$ cat config.mk
export PLATFORM = sky130hd
export DESIGN_NAME = seq_multiplier
export DESIGN_NICKNAME = d
export VERILOG_FILES = /design/src/rtl/seq_multiplier.sv
export SDC_FILE = /design/constraint.sdc
export NUM_CORES = 1
export LEC_CHECK = 0
export CAP_MARGIN = 10
export CORE_ASPECT_RATIO = 2
export CORE_MARGIN = 2
export CORE_UTILIZATION = 48
export CTS_BUF_LIST = sky130_fd_sc_hd__clkbuf_8 sky130_fd_sc_hd__clkbuf_16
export DETAILED_ROUTE_END_ITERATION = 10
export PLACE_DENSITY = 0.79
export SLEW_MARGIN = 10
export SYNTH_ARGS = -nofsm -noshare
export SYNTH_HDL_FRONTEND = slang
export SYNTH_SLANG_ARGS = --single-unit
$ cat constraint.sdc
create_clock -name clk -period 3.3 [get_ports clk]
set_clock_uncertainty 0.05 [all_clocks]
set_input_delay 0.33 -clock clk [delete_from_list [all_inputs] [get_ports clk]]
set_output_delay 0.33 -clock clk [all_outputs]
set_load 0.005 [all_outputs]
$ cat src/rtl/seq_multiplier.sv
// seq_multiplier: WIDTH-cycle shift-add multiplier, unsigned or two's-complement per operation
// Ports:
//   clk, rst          rising-edge clock, synchronous active-high reset
//   start             begin a multiply (accepted in IDLE or DONE)
//   signed_mode       1 = two's-complement operands/product, sampled with start
//   op_a, op_b        multiplicand / multiplier, sampled with start
//   busy              high while iterating
//   done              one-cycle pulse when product is updated
//   product           2*WIDTH-bit result, held until the next completion
module seq_multiplier #(
    parameter int WIDTH = 4
) (
    input  logic               clk,
    input  logic               rst,
    input  logic               start,
    input  logic               signed_mode,
    input  logic [WIDTH-1:0]   op_a,
    input  logic [WIDTH-1:0]   op_b,
    output logic               busy,
    output logic               done,
    output logic [2*WIDTH-1:0] product
);
    localparam int CW = (WIDTH > 2) ? $clog2(WIDTH) : 1;

    typedef enum logic [1:0] {IDLE, RUN, DONE} state_t;

    state_t             state_q, state_d;
    logic [WIDTH-1:0]   mag_a_q, mag_a_d;
    logic [2*WIDTH-1:0] acc_q, acc_d;
    logic [CW-1:0]      cnt_q, cnt_d;
    logic               neg_q, neg_d;
    logic [2*WIDTH-1:0] product_q, product_d;

    logic               accept, last;
    logic [WIDTH-1:0]   abs_a, abs_b;
    logic [WIDTH:0]     sum;
    logic [2*WIDTH-1:0] acc_step;

    assign accept = start && (state_q != RUN);
    assign last   = (state_q == RUN) && (cnt_q == CW'(WIDTH-1));
    assign abs_a  = (signed_mode && op_a[WIDTH-1]) ? -op_a : op_a;
    assign abs_b  = (signed_mode && op_b[WIDTH-1]) ? -op_b : op_b;
    // Upper half of acc holds the partial sum; lower half still holds unconsumed multiplier bits.
    assign sum      = {1'b0, acc_q[2*WIDTH-1:WIDTH]} + {1'b0, mag_a_q};
    assign acc_step = acc_q[0] ? {sum, acc_q[WIDTH-1:1]} : {1'b0, acc_q[2*WIDTH-1:1]};

    always_ff @(posedge clk) begin
        if (rst) state_q <= IDLE;
        else     state_q <= state_d;
    end

    always_comb begin
        state_d = accept ? RUN : (state_q == RUN) ? (last ? DONE : RUN) : IDLE;
    end

    always_comb begin
        busy    = (state_q == RUN);
        done    = (state_q == DONE);
        product = product_q;
    end

    always_comb begin
        mag_a_d   = accept ? abs_a : mag_a_q;
        neg_d     = accept ? (signed_mode & (op_a[WIDTH-1] ^ op_b[WIDTH-1])) : neg_q;
        acc_d     = accept ? {{WIDTH{1'b0}}, abs_b} : (state_q == RUN) ? acc_step : acc_q;
        cnt_d     = accept ? '0 : (state_q == RUN) ? cnt_q + CW'(1) : cnt_q;
        product_d = last ? (neg_q ? -acc_step : acc_step) : product_q;
    end

    always_ff @(posedge clk) begin
        if (rst) begin
            mag_a_q   <= '0;
            neg_q     <= 1'b0;
            acc_q     <= '0;
            cnt_q     <= '0;
            product_q <= '0;
        end else begin
            mag_a_q   <= mag_a_d;
            neg_q     <= neg_d;
            acc_q     <= acc_d;
            cnt_q     <= cnt_d;
            product_q <= product_d;
        end
    end
endmodule
==> metrics.txt, run 1 <==
# TYPE chip_impl_metric gauge
chip_impl_metric{name="setup_viol",unit=""} 0
chip_impl_metric{name="met1_grt_util",unit="%"} 18.1
chip_impl_metric{name="detailroute.via_count",unit=""} 1221
chip_impl_metric{name="ys_seq_elements",unit=""} 25
chip_impl_metric{name="met2_usage",unit="%"} 37.5
chip_impl_metric{name="finish.net_count",unit=""} 207
chip_impl_info{name="setup.worst_path.end_class",value="flip-flop"} 1
chip_impl_metric{name="first_pass_drt_iterations",unit=""} 4
chip_impl_metric{name="synth_fp_nets",unit=""} 190
chip_impl_metric{name="post-route-util",unit="%"} 59.5
chip_impl_metric{name="core_outline_area",unit="um2"} 2770
chip_impl_metric{name="finalWirelength",unit="mm"} 2.89
chip_impl_metric{name="post_cts_hold_buffer_count",unit=""} 0
chip_impl_metric{name="final_cycle_share",unit="%"} 71.1
chip_impl_metric{name="cpPeakStageDelay",unit="ps"} 420
chip_impl_metric{name="totalNegativeSetupSlack",unit="ps"} 0
chip_impl_metric{name="dr.first_iter.drc_count",unit=""} 16
chip_impl_metric{name="path_max_fanout",unit=""} 4
chip_impl_info{name="tritoncts",value="yes"} 1
chip_impl_metric{name="synth_cell_type_count",unit=""} 40
chip_impl_metric{name="num_antenna_cells",unit=""} 0
chip_impl_metric{name="layout_stage_area_growth_over_the_synthesis_result",unit="%"} 17.9
chip_impl_metric{name="asyncSetResetFlopFracSynth",unit="%"} 0
chip_impl_metric{name="grt_antenna_before_repair",unit=""} 0
chip_impl_metric{name="number_of_buffers_inserted_during_clock_tree_synthesis",unit=""} 3
chip_impl_metric{name="path_clk_slew",unit="ps"} 90
chip_impl_info{name="timing.hold.worst.class",value="flip-flop to flip-flop"} 1
chip_impl_metric{name="yosys_warnings",unit=""} 0
chip_impl_metric{name="io_buffers",unit=""} 21
chip_impl_info{name="synth.area.top_cells",value="sky130_fd_sc_hd__dfxtp_1, sky130_fd_sc_hd__ha_1, sky130_fd_sc_hd__a21oi_1"} 1
chip_impl_metric{name="placementRows",unit=""} 27
chip_impl_metric{name="grt_util_all_layers",unit="%"} 19.4
chip_impl_info{name="startpoint_type",value="flip-flop"} 1
chip_impl_info{name="crit_path_top_delay_cell",value="sky130_fd_sc_hd__fa_1"} 1
chip_impl_metric{name="gpl.final_weighted_congestion",unit=""} 0.848
chip_impl_info{name="startpoint",value="acc_q[4]"} 1
chip_impl_metric{name="fmax",unit="MHz"} 427
chip_impl_metric{name="fin_crit",unit="ps"} 2340
chip_impl_info{name="critical_path_end",value="product[7]"} 1
chip_impl_metric{name="critical_path_required",unit="ps"} 3470
chip_impl_info{name="synth_top_flop_cell",value="sky130_fd_sc_hd__dfxtp_1"} 1
chip_impl_metric{name="ys_seq_area_share",unit="%"} 35.8
chip_impl_metric{name="slew_of_the_pin_with_the_lowest_slew_margin",unit="ps"} 654
chip_impl_metric{name="final-max-slew-violation-count",unit=""} 0
chip_impl_metric{name="avgSynthCellArea",unit="um2"} 8.27
chip_impl_metric{name="yosysTopAreaCellShare",unit="%"} 35.8
chip_impl_info{name="grt_setup_unrepaired",value="false"} 1
chip_impl_metric{name="drv_cap",unit=""} 0
chip_impl_metric{name="drive_gt1_share",unit="%"} 5.95
chip_impl_metric{name="rrSetupSlack",unit="ps"} 960
chip_impl_metric{name="grt_pass1_wl",unit="mm"} 5.05
chip_impl_metric{name="fill_cells",unit=""} 259
chip_impl_metric{name="hpwl",unit="mm"} 2.27
chip_impl_metric{name="start_util",unit="%"} 50.5
chip_impl_info{name="synth.top_cells.by_count",value="sky130_fd_sc_hd__dfxtp_1, sky130_fd_sc_hd__nand2_1, sky130_fd_sc_hd__nor2_1"} 1
chip_impl_info{name="timing.rr.start",value="acc_q[4]"} 1
chip_impl_metric{name="synth_area",unit="um2"} 1400
chip_impl_info{name="global_route.peak_usage_layer",value="met2"} 1
chip_impl_info{name="clock_root_buffer_master",value="sky130_fd_sc_hd__clkbuf_8"} 1
chip_impl_info{name="synth_area_leader_cell",value="sky130_fd_sc_hd__dfxtp_1"} 1
chip_impl_metric{name="vdd.ir_drop.worst",unit="mV"} 0.230
chip_impl_metric{name="cts-htree-levels",unit=""} 1
chip_impl_metric{name="cts-resized-gates",unit=""} 0
chip_impl_metric{name="drcViolationCount",unit=""} 0
chip_impl_metric{name="leakagePower",unit="uW"} 0.000639
chip_impl_metric{name="cts_setup_buffers",unit=""} 0
chip_impl_metric{name="synth_enable_flop_cells",unit=""} 0
chip_impl_metric{name="design.die.area",unit="um2"} 3390
chip_impl_metric{name="timing.slew.headroom",unit="%"} 55.7
chip_impl_metric{name="post_drt_wl_per_cell",unit="um"} 13.5
chip_impl_metric{name="final-seq-area",unit="um2"} 500
chip_impl_metric{name="rr_worst_depth",unit=""} 7
chip_impl_metric{name="chipHeight",unit="um"} 80.3
chip_impl_metric{name="groute.layer.met3.usage",unit="%"} 3.60
chip_impl_info{name="result_of_the_run",value="completed"} 1
chip_impl_info{name="critical_path.cell_chain",value="ha_1, fa_1, mux2_2, nand3b_1, or2_1, or4_1, nand3_1"} 1
chip_impl_metric{name="cp.arrival",unit="ps"} 2510
chip_impl_metric{name="netlist_instances",unit=""} 169
chip_impl_metric{name="clock-sinks",unit=""} 25
chip_impl_metric{name="width_of_the_chip",unit="um"} 42.2
chip_impl_metric{name="power_per_cell_area",unit="nW/um2"} 370
chip_impl_metric{name="viasPerCell",unit=""} 5.71
chip_impl_metric{name="max-clock-path-buffers",unit=""} 2
chip_impl_metric{name="clkLatencyLatePin",unit="ps"} 270
chip_impl_info{name="post-synth-top-count-cell",value="sky130_fd_sc_hd__dfxtp_1"} 1
chip_impl_metric{name="hold_viol_final",unit=""} 0
chip_impl_info{name="critical_path.reg2reg.endpoint",value="product[7]"} 1
chip_impl_metric{name="multiInputGateArea",unit="um2"} 817
chip_impl_info{name="critPathKind",value="flip-flop to flip-flop"} 1
chip_impl_metric{name="postRouteAntennaNets",unit=""} 0
chip_impl_metric{name="grt_overflow_total",unit=""} 0
chip_impl_metric{name="floorplan.io_pins",unit=""} 22
chip_impl_metric{name="first_global_vias",unit=""} 1217
chip_impl_metric{name="grt_start_max_net_pins",unit=""} 21
==> flip-flops by register name, indices dropped and copies added (netlist names) <==
signal / count
acc_q: 8
product: 8
mag_a_q: 4
cnt_q: 2
state_q: 2
neg_q: 1
==> per-layer routing <==
metal / routed length [um] / vias to the layer above / share of wire (%)
li1: - / 616 / -
met1: 1060 / 571 / 37
met2: 1660 / 27 / 58
met3: 87 / 7 / 3.0
met4: 78 / 0 / 2.7
met5: 0 / - / 0
==> layout make-up <==
type	instances	area share, %
Timing Repair Buffer	21	12.8
Sequential cell	25	30.4
Clock buffer	3	2.51
Tap cell	29	2.20
Clock inverter	1	0.304
Inverter	10	2.28
Multi-Input combinational cell	125	49.6
==> cells in the final DEF (no fill, tap or decap), types with 2 or more instances in the layout <==
cell type,count
sky130_fd_sc_hd__nand3_1,5
sky130_fd_sc_hd__ha_1,8
sky130_fd_sc_hd__xor2_1,4
sky130_fd_sc_hd__nand2_1,20
sky130_fd_sc_hd__o31ai_1,3
sky130_fd_sc_hd__xnor2_1,4
sky130_fd_sc_hd__nor2_1,18
sky130_fd_sc_hd__nand3b_1,2
sky130_fd_sc_hd__clkdlybuf4s50_1,21
sky130_fd_sc_hd__inv_1,9
sky130_fd_sc_hd__nor3b_1,5
sky130_fd_sc_hd__a21oi_1,15
sky130_fd_sc_hd__nand2b_1,2
sky130_fd_sc_hd__mux2i_1,2
sky130_fd_sc_hd__dfxtp_1,25
sky130_fd_sc_hd__o21ai_0,8
sky130_fd_sc_hd__clkbuf_8,3
sky130_fd_sc_hd__a211oi_1,3
sky130_fd_sc_hd__nor2b_1,4
sky130_fd_sc_hd__a311oi_1,4
==> logic make-up after synthesis <==
kind of cell | Yosys count | synth area share (%)
xor gates and xnor gates | 8 | 5.01
buffers and inverters | 19 | 5.73
DFF | 25 | 35.8
AOI/OAI and AO/OA | 38 | 17.5
muxes | 4 | 3.22
and+or+nand+nor | 66 | 24.2
adders and majority gates | 9 | 8.59
==> stage by stage <==
| step | hold WS, ps | area, um2 | setup WS, ps | std cells | power, uW |
|---|---|---|---|---|---|
| 6_report | 410 | 1650 | 955 | 214 | 610 |
| 4_1_cts | 418 | 1650 | 970 | 214 | 611 |
| 5_1_grt | 456 | 1650 | 897 | 214 | 638 |
| 3_5_place_dp | 397 | 1600 | 993 | 210 | 430 |
| 2_1_floorplan | 391 | 1400 | 1130 | 169 | 398 |
| 3_3_place_gp | 389 | 1600 | 1070 | 210 | 424 |
==> power by group <==
| part | switching (uW) | internal [uW] | leakage (uW) |
|---|---|---|---|
| registers | 13.5 | 312 | 0.000204 |
| clock network | 102 | 84.7 | 0.0000255 |
| logic | 51.9 | 45.8 | 0.000410 |
| total | 168 | 443 | 0.000639 |
==> critical path: cells and delay by family, from the launching register on <==
family	cells	cell delay (ps)
and+or+nand+nor	4	930
adders and majority gates	2	620
DFF	1	370
muxes	1	320
==> how the worst min path moves through the flow <==
| stage | startpoint | endpoint | slack [ps] | cells after the start |
|---|---|---|---|---|
| after global routing | product[3] | product[3] | 460 | 2 |
| final | product[3] | product[3] | 410 | 2 |
| after global placement | product[2] | product[2] | 390 | 2 |
| after detailed placement | product[4] | product[4] | 400 | 2 |
| after floorplan | mag_a_q[0] | mag_a_q[0] | 390 | 2 |
| after CTS | product[4] | product[4] | 420 | 2 |
(Power assumes the default switching activity.)
==> run 2, diff against run 1 <==
--- a/config.mk
+++ b/config.mk
@@ -8,10 +8,10 @@
 export CAP_MARGIN = 10
 export CORE_ASPECT_RATIO = 2
 export CORE_MARGIN = 2
-export CORE_UTILIZATION = 48
+export CORE_UTILIZATION = 47
 export CTS_BUF_LIST = sky130_fd_sc_hd__clkbuf_8 sky130_fd_sc_hd__clkbuf_16
 export DETAILED_ROUTE_END_ITERATION = 10
-export PLACE_DENSITY = 0.79
+export PLACE_DENSITY = 0.8
 export SLEW_MARGIN = 10
 export SYNTH_ARGS = -nofsm -noshare
 export SYNTH_HDL_FRONTEND = slang
==> constraint.sdc (replaced) <==
create_clock -name clk -period 2.1 [get_ports clk]
set_clock_uncertainty 0.05 [all_clocks]
set_input_delay 0.21 -clock clk [delete_from_list [all_inputs] [get_ports clk]]
set_output_delay 0.21 -clock clk [all_outputs]
set_load 0.005 [all_outputs]
==> run 2 against run 1 <==
  * The run now ends with negative setup slack left
  * Worst hold slack worse by 3.4 ps
  * Clock-buffer cell count unchanged
  * Global-route usage down 0.21 points
  * Setup slack got worse by 1000 ps
  * Cell count increased by 5.6%
  * Sequential share of layout area down 1.7 points
  * Sequential power grew 56%
  * Utilization rose by 0.80 points
  * Critical path depth stayed put
  * Critical endpoint unchanged
  * Via count up 3.9%
  * Flip-flop and latch count unchanged
==> metrics.txt, run 2 (synthesis gave the netlist of run 1 again) <==
# TYPE chip_impl_metric gauge
chip_impl_info{name="result_of_the_run",value="complete, but fails checks"} 1
chip_impl_info{name="violations_in_the_final_reports",value="negative setup slack"} 1
chip_impl_metric{name="final-max-slew-violation-count",unit=""} 0
chip_impl_metric{name="first_pass_drt_iterations",unit=""} 4
chip_impl_metric{name="final.setup.worst_slack",unit="ps"} -90.2
chip_impl_metric{name="path_clk_slew",unit="ps"} 90
chip_impl_metric{name="vdd.ir_drop.worst",unit="mV"} 0.392
chip_impl_info{name="layout_common_cells",value="sky130_fd_sc_hd__dfxtp_1, sky130_fd_sc_hd__clkdlybuf4s50_1, sky130_fd_sc_hd__nand2_1, sky130_fd_sc_hd__nor2_1, sky130_fd_sc_hd__a21oi_1"} 1
chip_impl_metric{name="post_cts_hold_buffer_count",unit=""} 0
chip_impl_metric{name="grt_start_max_net_pins",unit=""} 20
chip_impl_metric{name="hold_depth",unit=""} 2
chip_impl_metric{name="detailroute.via_count",unit=""} 1269
chip_impl_metric{name="slew_of_the_pin_with_the_lowest_slew_margin",unit="ps"} 372
chip_impl_metric{name="chipHeight",unit="um"} 81.1
chip_impl_metric{name="grt_antenna_before_repair",unit=""} 0
chip_impl_metric{name="number_of_buffers_inserted_during_clock_tree_synthesis",unit=""} 3
chip_impl_metric{name="setup_viol",unit=""} 1
chip_impl_metric{name="postRouteAntennaNets",unit=""} 0
chip_impl_metric{name="first_global_vias",unit=""} 1243
chip_impl_metric{name="dr.first_iter.drc_count",unit=""} 20
chip_impl_metric{name="max-clock-path-buffers",unit=""} 2
chip_impl_metric{name="design.die.area",unit="um2"} 3450
chip_impl_metric{name="num_antenna_cells",unit=""} 0
chip_impl_metric{name="cp.arrival",unit="ps"} 2350
chip_impl_info{name="layout.cells.most_common",value="sky130_fd_sc_hd__dfxtp_1"} 1
chip_impl_info{name="clock_root_buffer_master",value="sky130_fd_sc_hd__clkbuf_8"} 1
chip_impl_metric{name="fmax",unit="MHz"} 457
chip_impl_metric{name="grt_overflow_total",unit=""} 0
chip_impl_metric{name="gpl.final_weighted_congestion",unit=""} 0.867
chip_impl_metric{name="power_per_cell_area",unit="nW/um2"} 559
chip_impl_metric{name="hpwl",unit="mm"} 2.46
chip_impl_metric{name="viasPerCell",unit=""} 5.62
chip_impl_metric{name="pre_cts_setup_slack",unit="ps"} -105
chip_impl_info{name="startpoint_type",value="flip-flop"} 1
chip_impl_info{name="setup.worst_path.end_class",value="flip-flop"} 1
chip_impl_metric{name="path_max_fanout",unit=""} 2
chip_impl_metric{name="finalWirelength",unit="mm"} 2.93
chip_impl_metric{name="rr_worst_depth",unit=""} 7
chip_impl_metric{name="clock-sinks",unit=""} 25
chip_impl_metric{name="core_outline_area",unit="um2"} 2910
chip_impl_metric{name="floorplan.io_pins",unit=""} 22
chip_impl_metric{name="grt_util_all_layers",unit="%"} 19.2
chip_impl_info{name="tritoncts",value="yes"} 1
chip_impl_metric{name="post_drt_wl_per_cell",unit="um"} 13.0
chip_impl_metric{name="fin_crit",unit="ps"} 2190
chip_impl_metric{name="drcViolationCount",unit=""} 0
chip_impl_metric{name="final_cycle_share",unit="%"} 104
chip_impl_metric{name="finish.net_count",unit=""} 218
chip_impl_metric{name="fill_cells",unit=""} 287
chip_impl_metric{name="placementRows",unit=""} 28
chip_impl_metric{name="finalInstanceArea",unit="um2"} 1750
chip_impl_metric{name="layout_stage_area_growth_over_the_synthesis_result",unit="%"} 25.4
chip_impl_metric{name="drv_cap",unit=""} 0
chip_impl_metric{name="critical_path_required",unit="ps"} 2260
chip_impl_metric{name="hold_viol_final",unit=""} 0
chip_impl_metric{name="post-layout-total-power",unit="uW"} 980
chip_impl_metric{name="timing.slew.headroom",unit="%"} 75.2
chip_impl_metric{name="drive_gt1_share",unit="%"} 12.8
chip_impl_metric{name="start_util",unit="%"} 48.1
chip_impl_info{name="critPathKind",value="flip-flop to flip-flop"} 1
chip_impl_metric{name="grt_pass1_wl",unit="mm"} 5.11
chip_impl_metric{name="width_of_the_chip",unit="um"} 42.6
chip_impl_metric{name="leakagePower",unit="uW"} 0.000690
chip_impl_metric{name="cts-htree-levels",unit=""} 1
chip_impl_metric{name="io_buffers",unit=""} 21
chip_impl_metric{name="clkLatencyLatePin",unit="ps"} 280
chip_impl_info{name="timing.hold.worst.class",value="flip-flop to flip-flop"} 1
chip_impl_metric{name="dpl-instance-area",unit="um2"} 1700
chip_impl_metric{name="hold_ws",unit="ps"} 406
chip_impl_info{name="grt_setup_unrepaired",value="true"} 1
run 2: cell types whose count changed in the layout (fill, tap and decap cells not counted):
cell,delta
sky130_fd_sc_hd__mux2_2,-1
sky130_fd_sc_hd__clkinvlp_4,+1
sky130_fd_sc_hd__dfxtp_2,+2
sky130_fd_sc_hd__buf_4,+11
sky130_fd_sc_hd__ha_4,+1
sky130_fd_sc_hd__ha_1,-1
sky130_fd_sc_hd__dfxtp_1,-2
sky130_fd_sc_hd__mux2_4,+1
sky130_fd_sc_hd__clkinv_2,-1
run 2: per-layer routing:
metal	track usage [%]	vias up	wire, um
met5	0	-	0
met4	10.0	0	72
met3	2.67	13	80
met2	37.7	28	1730
met1	18.6	589	1050
li1	-	639	-
run 2: cell type report:
class / count / area, um2 / share of cell area, %
multi-input combinational: 125 / 833 / 47.5
sequential: 25 / 503 / 28.7
timing repair buffer: 32 / 293 / 16.7
clock buffer: 3 / 41.3 / 2.36
inverter: 10 / 37.5 / 2.14
tap: 30 / 37.5 / 2.14
clock inverter: 1 / 7.51 / 0.428
run 2: final timing paths:
check | from | slack, ps | to
worst min-delay path | product[2] | 410 | product[2]
worst min register to register | product[2] | 410 | product[2]
worst max-delay path | acc_q[4] | -90 | product[7]
worst max register to register | acc_q[4] | -90 | product[7]
run 2: through the flow:
stage / instances / setup TNS (ps) / utilization (%)
3_5_place_dp: 221 / -105 / 58.3
5_1_grt: 226 / -226 / 60.3
3_3_place_gp: 221 / -23.1 / 58.3
4_1_cts: 226 / -89.3 / 60.3
2_1_floorplan: 169 / -37.7 / -
6_report: 226 / -90.2 / 60.3
run 2: power breakdown:
part           switching, uW  internal (uW)
logic                   89.7           89.7
clock network            156            135
registers               19.7            491
run 2: what timing repair did:
action | CTS | global route
gates resized for setup | 1 | 0
pin swaps | 1 | 0
endpoints found under the setup margin | 1 | 2
buffers inserted | 1 | 0
run 2: critical path, cell delays in order, from the launching register on:
cell and delay (ps):
sky130_fd_sc_hd__dfxtp_2 340, sky130_fd_sc_hd__ha_4 160, sky130_fd_sc_hd__fa_1 420, sky130_fd_sc_hd__mux2_4 270, sky130_fd_sc_hd__nand3b_1 170, sky130_fd_sc_hd__or2_1 240, sky130_fd_sc_hd__or4_1 410, sky130_fd_sc_hd__nand3_1 80
